$ cat config.mk
export PLATFORM = sky130hd
export DESIGN_NAME = pipe_scoreboard
export DESIGN_NICKNAME = d
export VERILOG_FILES = /design/src/rtl/pipe_scoreboard.sv
export SDC_FILE = /design/constraint.sdc
export NUM_CORES = 1
export LEC_CHECK = 0
export ABC_CLOCK_PERIOD_IN_PS = 1800
export CORE_MARGIN = 1.5
export CORE_UTILIZATION = 43
export CTS_CLUSTER_SIZE = 14
export DETAILED_ROUTE_END_ITERATION = 7
export PLACE_DENSITY = 0.84
export SKIP_LAST_GASP = 1
export SLEW_MARGIN = 25
export SYNTH_ARGS = -nofsm -noshare
export SYNTH_HDL_FRONTEND = slang
export SYNTH_SLANG_ARGS = --single-unit
$ cat constraint.sdc
create_clock -name clk -period 1.8 [get_ports clk]
set_input_delay 0.45 -clock clk [delete_from_list [all_inputs] [get_ports clk]]
set_output_delay 0.45 -clock clk [all_outputs]
set_load 0.05 [all_outputs]
$ cat src/rtl/pipe_scoreboard.sv
// rtl/pipe_scoreboard.sv - in-order pipeline scoreboard: RAW hazard detect, forward select, hold/flush tracking
//
// Optional feature macro: PHILV_FWD_EN
//   defined   : operands are forwarded from any in-flight slot; only load-use on slot 0 stalls
//   undefined : no forwarding; any in-flight producer of a used source stalls decode
//
// Ports
//   clk                      rising-edge clock
//   rstb                     synchronous active-low reset (clears slot valid bits)
//   id_valid                 decode holds an instruction
//   id_rs1, id_rs2           source register addresses
//   id_rs1_used, id_rs2_used source actually read
//   id_rd, id_rd_wr          destination and write enable
//   id_is_load               result not available until slot 1
//   hold                     freeze the pipeline (memory wait)
//   flush                    kill younger instructions (taken branch)
//   id_issue                 instruction accepted this cycle
//   stall                    decode blocked by hazard or hold
//   wb_valid, wb_rd, wb_rd_wr instruction retiring from the oldest slot
//   fwd_sel_rs1, fwd_sel_rs2 one-hot forward source slot, 0 = register file
//   inflight                 number of valid slots
`timescale 1ns/1ps
module pipe_scoreboard #(
   parameter int STAGES      = 4,
   parameter int REG_ADDR_W  = 5,
   parameter int FLUSH_DEPTH = 1
) (
   input  logic                          clk,
   input  logic                          rstb,
   input  logic                          id_valid,
   input  logic [REG_ADDR_W-1:0]         id_rs1,
   input  logic [REG_ADDR_W-1:0]         id_rs2,
   input  logic                          id_rs1_used,
   input  logic                          id_rs2_used,
   input  logic [REG_ADDR_W-1:0]         id_rd,
   input  logic                          id_rd_wr,
   input  logic                          id_is_load,
   input  logic                          hold,
   input  logic                          flush,
   output logic                          id_issue,
   output logic                          stall,
   output logic                          wb_valid,
   output logic                          wb_rd_wr,
   output logic [REG_ADDR_W-1:0]         wb_rd,
   output logic [STAGES-1:0]             fwd_sel_rs1,
   output logic [STAGES-1:0]             fwd_sel_rs2,
   output logic [$clog2(STAGES+1)-1:0]   inflight
);

   localparam int CNT_W = $clog2(STAGES+1);

   // slot 0 is the youngest, slot STAGES-1 the oldest
   logic [STAGES-1:0]     valid_q, valid_d;
   logic [STAGES-1:0]     wr_q,    wr_d;
   logic [STAGES-1:0]     load_q,  load_d;
   logic [REG_ADDR_W-1:0] rd_q [STAGES];
   logic [REG_ADDR_W-1:0] rd_d [STAGES];

   logic [STAGES-1:0]     match_rs1, match_rs2;
   logic                  hazard;

   // a source matches a slot only if it is really read and is not x0
   always_comb begin
      match_rs1 = '0;
      match_rs2 = '0;
      for (int i = 0; i < STAGES; i++) begin
         match_rs1[i] = valid_q[i] & wr_q[i] & id_rs1_used & (id_rs1 != '0) & (rd_q[i] == id_rs1);
         match_rs2[i] = valid_q[i] & wr_q[i] & id_rs2_used & (id_rs2 != '0) & (rd_q[i] == id_rs2);
      end
   end

`ifdef PHILV_FWD_EN
   // forwarding covers everything except a load still in slot 0;
   // the lowest set bit picks the youngest producer
   always_comb begin
      fwd_sel_rs1 = '0;
      fwd_sel_rs2 = '0;
      for (int i = STAGES-1; i >= 0; i--) begin
         if (match_rs1[i]) fwd_sel_rs1 = STAGES'(1) << i;
         if (match_rs2[i]) fwd_sel_rs2 = STAGES'(1) << i;
      end
      hazard = (match_rs1[0] | match_rs2[0]) & load_q[0];
   end
`else
   always_comb begin
      fwd_sel_rs1 = '0;
      fwd_sel_rs2 = '0;
      hazard      = (|match_rs1) | (|match_rs2);
   end
`endif

   assign id_issue = id_valid & ~hazard & ~hold & ~flush;
   assign stall    = id_valid & (hazard | hold);

   // a frozen pipeline must not report retirement, the entry stays in the last slot
   assign wb_valid = valid_q[STAGES-1] & ~hold;
   assign wb_rd    = rd_q[STAGES-1];
   assign wb_rd_wr = wr_q[STAGES-1];

   always_comb begin
      inflight = '0;
      for (int i = 0; i < STAGES; i++) begin
         inflight = inflight + CNT_W'(valid_q[i]);
      end
   end

   always_comb begin
      valid_d = valid_q;
      wr_d    = wr_q;
      load_d  = load_q;
      rd_d    = rd_q;
      if (!hold) begin
         for (int i = 1; i < STAGES; i++) begin
            valid_d[i] = valid_q[i-1];
            wr_d[i]    = wr_q[i-1];
            load_d[i]  = load_q[i-1];
            rd_d[i]    = rd_q[i-1];
         end
         valid_d[0] = id_issue;
         wr_d[0]    = id_rd_wr;
         load_d[0]  = id_is_load;
         rd_d[0]    = id_rd;
         // flush kills the slots that become the youngest FLUSH_DEPTH after this edge
         if (flush) begin
            for (int i = 0; i < FLUSH_DEPTH; i++) begin
               valid_d[i] = 1'b0;
            end
         end
      end else if (flush) begin
         // no shift: the blocked issue already counts as one killed slot
         for (int i = 0; i < FLUSH_DEPTH-1; i++) begin
            valid_d[i] = 1'b0;
         end
      end
   end

   always_ff @(posedge clk) begin
      if (!rstb) begin
         valid_q <= '0;
      end else begin
         valid_q <= valid_d;
      end
      wr_q   <= wr_d;
      load_q <= load_d;
      rd_q   <= rd_d;
   end

endmodule

==> qor.yml, run 1 <==
run_status:
  outcome: "complete, but fails checks"
  violations: "setup timing"
grt:
  grtUsageTotal_pct: 17.64
  grt-ovfl-total: 0
  grt_max_degree: 25
  antenna_found_initial: 0
  grt_pass1_wl_mm: 5.602
  grt_pass1_vias: 1231
power_and_ir_drop:
  vdd_drop_max_mv: 0.4788
  leakage_nw: 0.9523
  power.density_nw_per_um2: 640.7
setup_path:
  arrival_ns: 1.96
  reg2reg_to: "valid_q[0]"
  rr_startpoint: "rd_q[13]"
  critPathCaptureType: "primary output"
  path_class: "input port to primary output"
  critical_path.max_fanout: 5
  critPathLaunchType: "input port"
  rrSetupSlack_ns: 0.05
  required_ns: 1.35
  reg2reg_depth: 7
  startpoint: "id_rs2[0]"
routing:
  drt-pass1-iter-count: 4
  drt_iter0_markers: 26
  viasPerCell: 4.848
  routed_wl_mm: 3.621
  vias: 1183
  wire_per_inst_um: 14.84
  drc: 0
  postRouteAntennaNets: 0
final_layout:
  fin_nets: 224
  area_delta_synth_final_pct: 42.01
  diodes: 0
  seq_area_um2: 802.0
  multi_input_area_um2: 753.2
  n_fill_cell: 285
  fin_area_um2: 2356
  layout-drive-gt1-share_pct: 32.14
timing:
  rsz0062_at_grt: "true"
  slew_viol_final: 0
  layout_setup_ws_ns: -0.6143
  hold_viol: 0
  hold_ws_ns: 0.4596
  setup-violations-final: 6
  finalSetupTns_ns: -2.322
  skew_ns: 0.007999
  fmax_mhz: 414.2
  fin_crit_sh_pct: 134.1
  final.min_clock_period_ns: 2.414
hold_path:
  holdPathEnd: "wr_q[1]"
  hold_start: "wr_q[0]"
  min_delay_path_depth: 0
  min_path_type: "register to register"
placed_design:
  portBuffers: 34
  placed_area_um2: 2247
  gp_congestion: 0.9975
  dp_slack_ns: -1.002
  dp_hpwl_mm: 2.792
synth:
  synthArstFlopShare_pct: 0
  synth-seq-cells: 28
  netlist_instances: 144
  synth_seq_area_share_pct: 48.27
  synth_enable_flop_cells: 24
  syn_area_per_cell_um2: 11.52
  synth_ff_type: "edfxtp_1"
  synthTopCellsByCount: "xor2_1, edfxtp_1, buf_4"
  yosys.cell_types.count: 24
  ys_warn_count: 0
  synth_area_leader_cell: "edfxtp_1"
  ys_top_cells_by_area: "edfxtp_1, xor2_1, buf_4, dfxtp_1, xnor2_1"
  synth.most_common_cell: "xor2_1"
  synthesis.area_um2: 1659
  synth_top_area_share_pct: 43.44
floorplan:
  fp.dieW_um: 65.12
  die_area_um2: 4240
  dieHeight_um: 65.12
  num_rows: 22
  ios: 44
  core_um2: 3689
  start_util_pct: 44.98
cts:
  h-tree-depth: 1
  insertion_delay_ns: 0.28
  cts_tree: "built"
  cts-buffers-inserted: 3
  hold_buffers: 0
  clockBufferDepth: 2
  root_buffer: "clkbuf_8"
  clock_sinks: 28
  clkTransAtPathRegs_ns: 0.09
flow_run:
  maxCapViolCount: 0
[layer usage]
layer  global-route usage (%)  up-vias  share of wire, %
li1                         -      570                 -
met3                    3.425        5               5.5
met2                    30.03       45                50
met4                    5.208        0               1.2
met5                        0        -                 0
met1                    22.93      563                44
[worst max-delay path, cell delays in order]
cell and delay [ns]:
dlygate4sd2_1 0.32, xor2_1 0.17, nor4_1 0.33, nand4_1 0.13, nand4_1 0.13, a22o_4 0.16
o21a_4 0.14, buf_12 0.13
[repair_timing]
action	4_1_cts	5_1_grt
gates cloned	0	0
setup buffers	3	1
endpoints found under the setup margin	7	6
pin swaps	15	5
gates resized for setup	24	3
[per-stage QoR]
step,total power [mW],cells,utilization [%]
finish,1.510,244,63.87
global route,1.563,244,63.87
detailed placement,1.158,236,60.92
CTS,1.499,243,63.16
global placement,1.152,236,60.92
floorplan,1.029,151,-
[layout by cell type, fill, tap and decap left out, types with 6 or more instances in the layout]
cell type        synthesis  layout
buf_4                   15      33
conb_1                   1       8
clkdlybuf4s50_1          0      12
nand4_1                 10      10
edfxtp_1                24      24
nor2_1                   6       6
xor2_1                  32      32
buf_12                   0      10
xnor2_1                  8       8
[worst max path at each step]
stage          endpoint  cells after the start
2_1_floorplan  id_issue                      5
3_3_place_gp      stall                      8
3_5_place_dp      stall                      8
4_1_cts           stall                      7
5_1_grt           stall                      7
6_report          stall                      8
[power by group]
part	internal, mW	switching (mW)
sequential	0.750	0.0356
clock	0.159	0.193
combinational	0.173	0.199
total	1.08	0.427
[layout make-up]
class | count | share of cell area [%]
clock buffer | 4 | 1.912
inverter | 7 | 1.115
multi-input combinational | 92 | 31.97
sequential | 28 | 34.04
tap | 48 | 2.549
timing repair buffer | 65 | 28.41
[cell families after synthesis]
logic type                 count (synthesis)  share of synthesized area (%)
xor gates and xnor gates                  40                          21.12
and+or+nand+nor                           35                          11.69
buffers and inverters                     31                          12.14
DFF                                       28                          48.27
adders and majority gates                  3                          2.715
AOI/OAI and AO/OA                          3                          2.037
muxes                                      3                          1.810
other                                      1                         0.2260
[registers in the layout, summed over array words and instances, names as in the netlist]
signal	cells
wb_rd	5
valid_q	4
wr_q	4
rd_q	15
No activity file was read; power rests on OpenSTA's default activity.
==> run 2: changes to the inputs <==
ABC_CLOCK_PERIOD_IN_PS = 2300   (was 1800)
CORE_UTILIZATION = 45   (was 43)
CTS_BUF_LIST = sky130_fd_sc_hd__clkbuf_8 sky130_fd_sc_hd__clkbuf_16   (was default)
PLACE_DENSITY = 0.75   (was 0.84)
clock period = 2.3 ns   (was 1.8 ns; I/O delays follow)
==> run 2 against run 1 <==
  * The run still ends with setup timing left
  * Critical path depth shrank 1
  * First-iteration DRC count grew to 2.7 times the previous value
  * Sequential share of layout area grew 2.4 points
  * Power shrank 23%
  * Critical endpoint unchanged
==> qor.yml, run 2 (synthesis gave the netlist of run 1 again) <==
run_status:
  outcome: "complete, but fails checks"
  violations: "setup timing"
routing:
  viasPerCell: 5.154  # +6.3%
  vias: 1175  # -0.68%
  drt_iter0_markers: 70  # +170%
  routed_wl_mm: 3.676  # +1.5%
  drt-pass1-iter-count: 4  # unchanged
  wire_per_inst_um: 16.12  # +8.6%
  drc: 0  # unchanged
  postRouteAntennaNets: 0  # unchanged
timing:
  rsz0062_at_grt: "true"
  setup-violations-final: 3  # -3
  hold_ws_ns: 0.4523  # -0.007298 ns
  slew_viol_final: 0  # unchanged
  relSlewSlack_pct: 66.42
  fin_crit_sh_pct: 112.0
  layout_setup_ws_ns: -0.2753  # +0.3391 ns
  hold_viol: 0  # unchanged
  skew_ns: 0.008463  # +0.0004635 ns
  final.min_clock_period_ns: 2.575
  tightest_slew_ns: 0.5022
  fmax_mhz: 388.3
cts:
  clock_sinks: 28  # unchanged
  cts-buffers-inserted: 3  # unchanged
  insertion_delay_ns: 0.28  # about the same
  cts_tree: "built"
  root_buffer: "clkbuf_8"
  clockBufferDepth: 2  # unchanged
  clkTransAtPathRegs_ns: 0.09  # about the same
  h-tree-depth: 1  # unchanged
final_layout:
  final_common_cell: "xor2_1"
  final_core_util_pct: 64.16  # +0.28 points
  fin_area_um2: 2208  # -6.3%
  layout_common_cells: "xor2_1, edfxtp_1, clkdlybuf4s50_1, buf_4, nand4_1"
  largest-register: "rd_q"
  area_delta_synth_final_pct: 33.11
  diodes: 0  # unchanged
  layout-drive-gt1-share_pct: 30.22  # -1.9 points
  fin_nets: 210  # -6.3%
  largest_register_ff_count: 15  # unchanged
setup_path:
  startpoint: "rd_q[13]"
  path_class: "register to primary output"
  arrival_ns: 2.00  # +0.04 ns
  critical_path.max_fanout: 3  # -2
  required_ns: 1.73  # +0.38 ns
  rrSetupSlack_ns: 0.56  # +0.51 ns
  critPathLaunchType: "register"
  rr_startpoint: "rd_q[13]"
  critPathCaptureType: "primary output"
placed_design:
  placed_area_um2: 2078  # -7.5%
  dp_hpwl_mm: 2.703  # -3.2%
  portBuffers: 34  # unchanged
  gp_congestion: 1.009  # +1.1%
grt:
  grt_pass1_wl_mm: 5.782  # +3.2%
  grtUsageTotal_pct: 18.67  # +1.0 points
  grt-ovfl-total: 0  # unchanged
  antenna_found_initial: 0  # unchanged
  grt_max_degree: 25  # unchanged
  grt_pass1_vias: 1178  # -4.3%
floorplan:
  core_um2: 3442  # -6.7%
  dieHeight_um: 63.72  # -2.1%
  num_rows: 21  # -4.5%
  start_util_pct: 48.20  # +3.2 points
  fp.dieW_um: 63.72  # -2.1%
  die_area_um2: 4060  # -4.2%
  ios: 44  # unchanged
hold_path:
  hold_start: "wr_q[1]"
  min_path_type: "register to register"
flow_run:
  maxCapViolCount: 0  # unchanged
power_and_ir_drop:
  vdd_drop_max_mv: 0.4411  # -7.9%
  leakage_nw: 0.8679  # -8.9%
  power.density_nw_per_um2: 525.1  # -18%
-- run 2: changes by cell type in the layout (fill, tap and decap cells not counted), sizes merged --
cell and delta:
clkdlybuf4s15 -5, clkdlybuf4s50 +4, dlygate4sd2 -2, inv +1
buf -11, clkbuf -1
-- run 2: per-layer routing --
metal	track usage, %	wire length [µm]
met4	8.152	56
met5	0	0
met2	30.53	1844
met3	3.393	286
met1	24.14	1487
-- run 2: layout make-up --
class | count | area (µm²)
timing repair buffer | 51 | 485.5
fill | 270 | 1234
inverter | 7 | 26.28
sequential | 28 | 804.5
multi-input combinational | 92 | 789.5
clock buffer | 3 | 41.29
clock inverter | 1 | 3.754
tap | 46 | 57.56
-- run 2: worst max-delay path, stage by stage, from the launching register on --
cell	delay (ns)
edfxtp_1	0.47
xor2_1	0.21
nor4_1	0.32
nand4_1	0.15
nand4_1	0.14
a22o_4	0.17
o21a_4	0.13
buf_12	0.13
-- run 2: repair_timing --
item | 4_1_cts | 5_1_grt
gates resized for setup | 53 | 10
pin swaps | 17 | 6
hold buffers | 0 | 0
setup buffers | 3 | 1
endpoints found under the setup margin | 5 | 5
-- run 2: worst paths after layout --
check	to	cells after the start
worst max-delay path	stall	7
worst min-delay path	wr_q[2]	0
worst max register to register	valid_q[0]	7
worst min register to register	wr_q[2]	0
-- run 2: power breakdown --
group	total [mW]	switching, mW	internal [mW]
logic	0.272	0.157	0.115
registers	0.616	0.0291	0.587
clock network	0.271	0.151	0.120
total	1.16	0.337	0.822
-- run 2: through the flow --
step	power, mW	cells	worst slack (ns)	setup TNS, ns
floorplan	0.8083	151	-0.03967	-0.07160
global placement	0.8763	220	-0.6764	-1.380
detailed placement	0.8822	220	-0.7111	-1.489
CTS	1.140	227	-0.2220	-0.4442
global route	1.195	228	-0.3497	-0.7557
finish	1.160	228	-0.2753	-0.5500
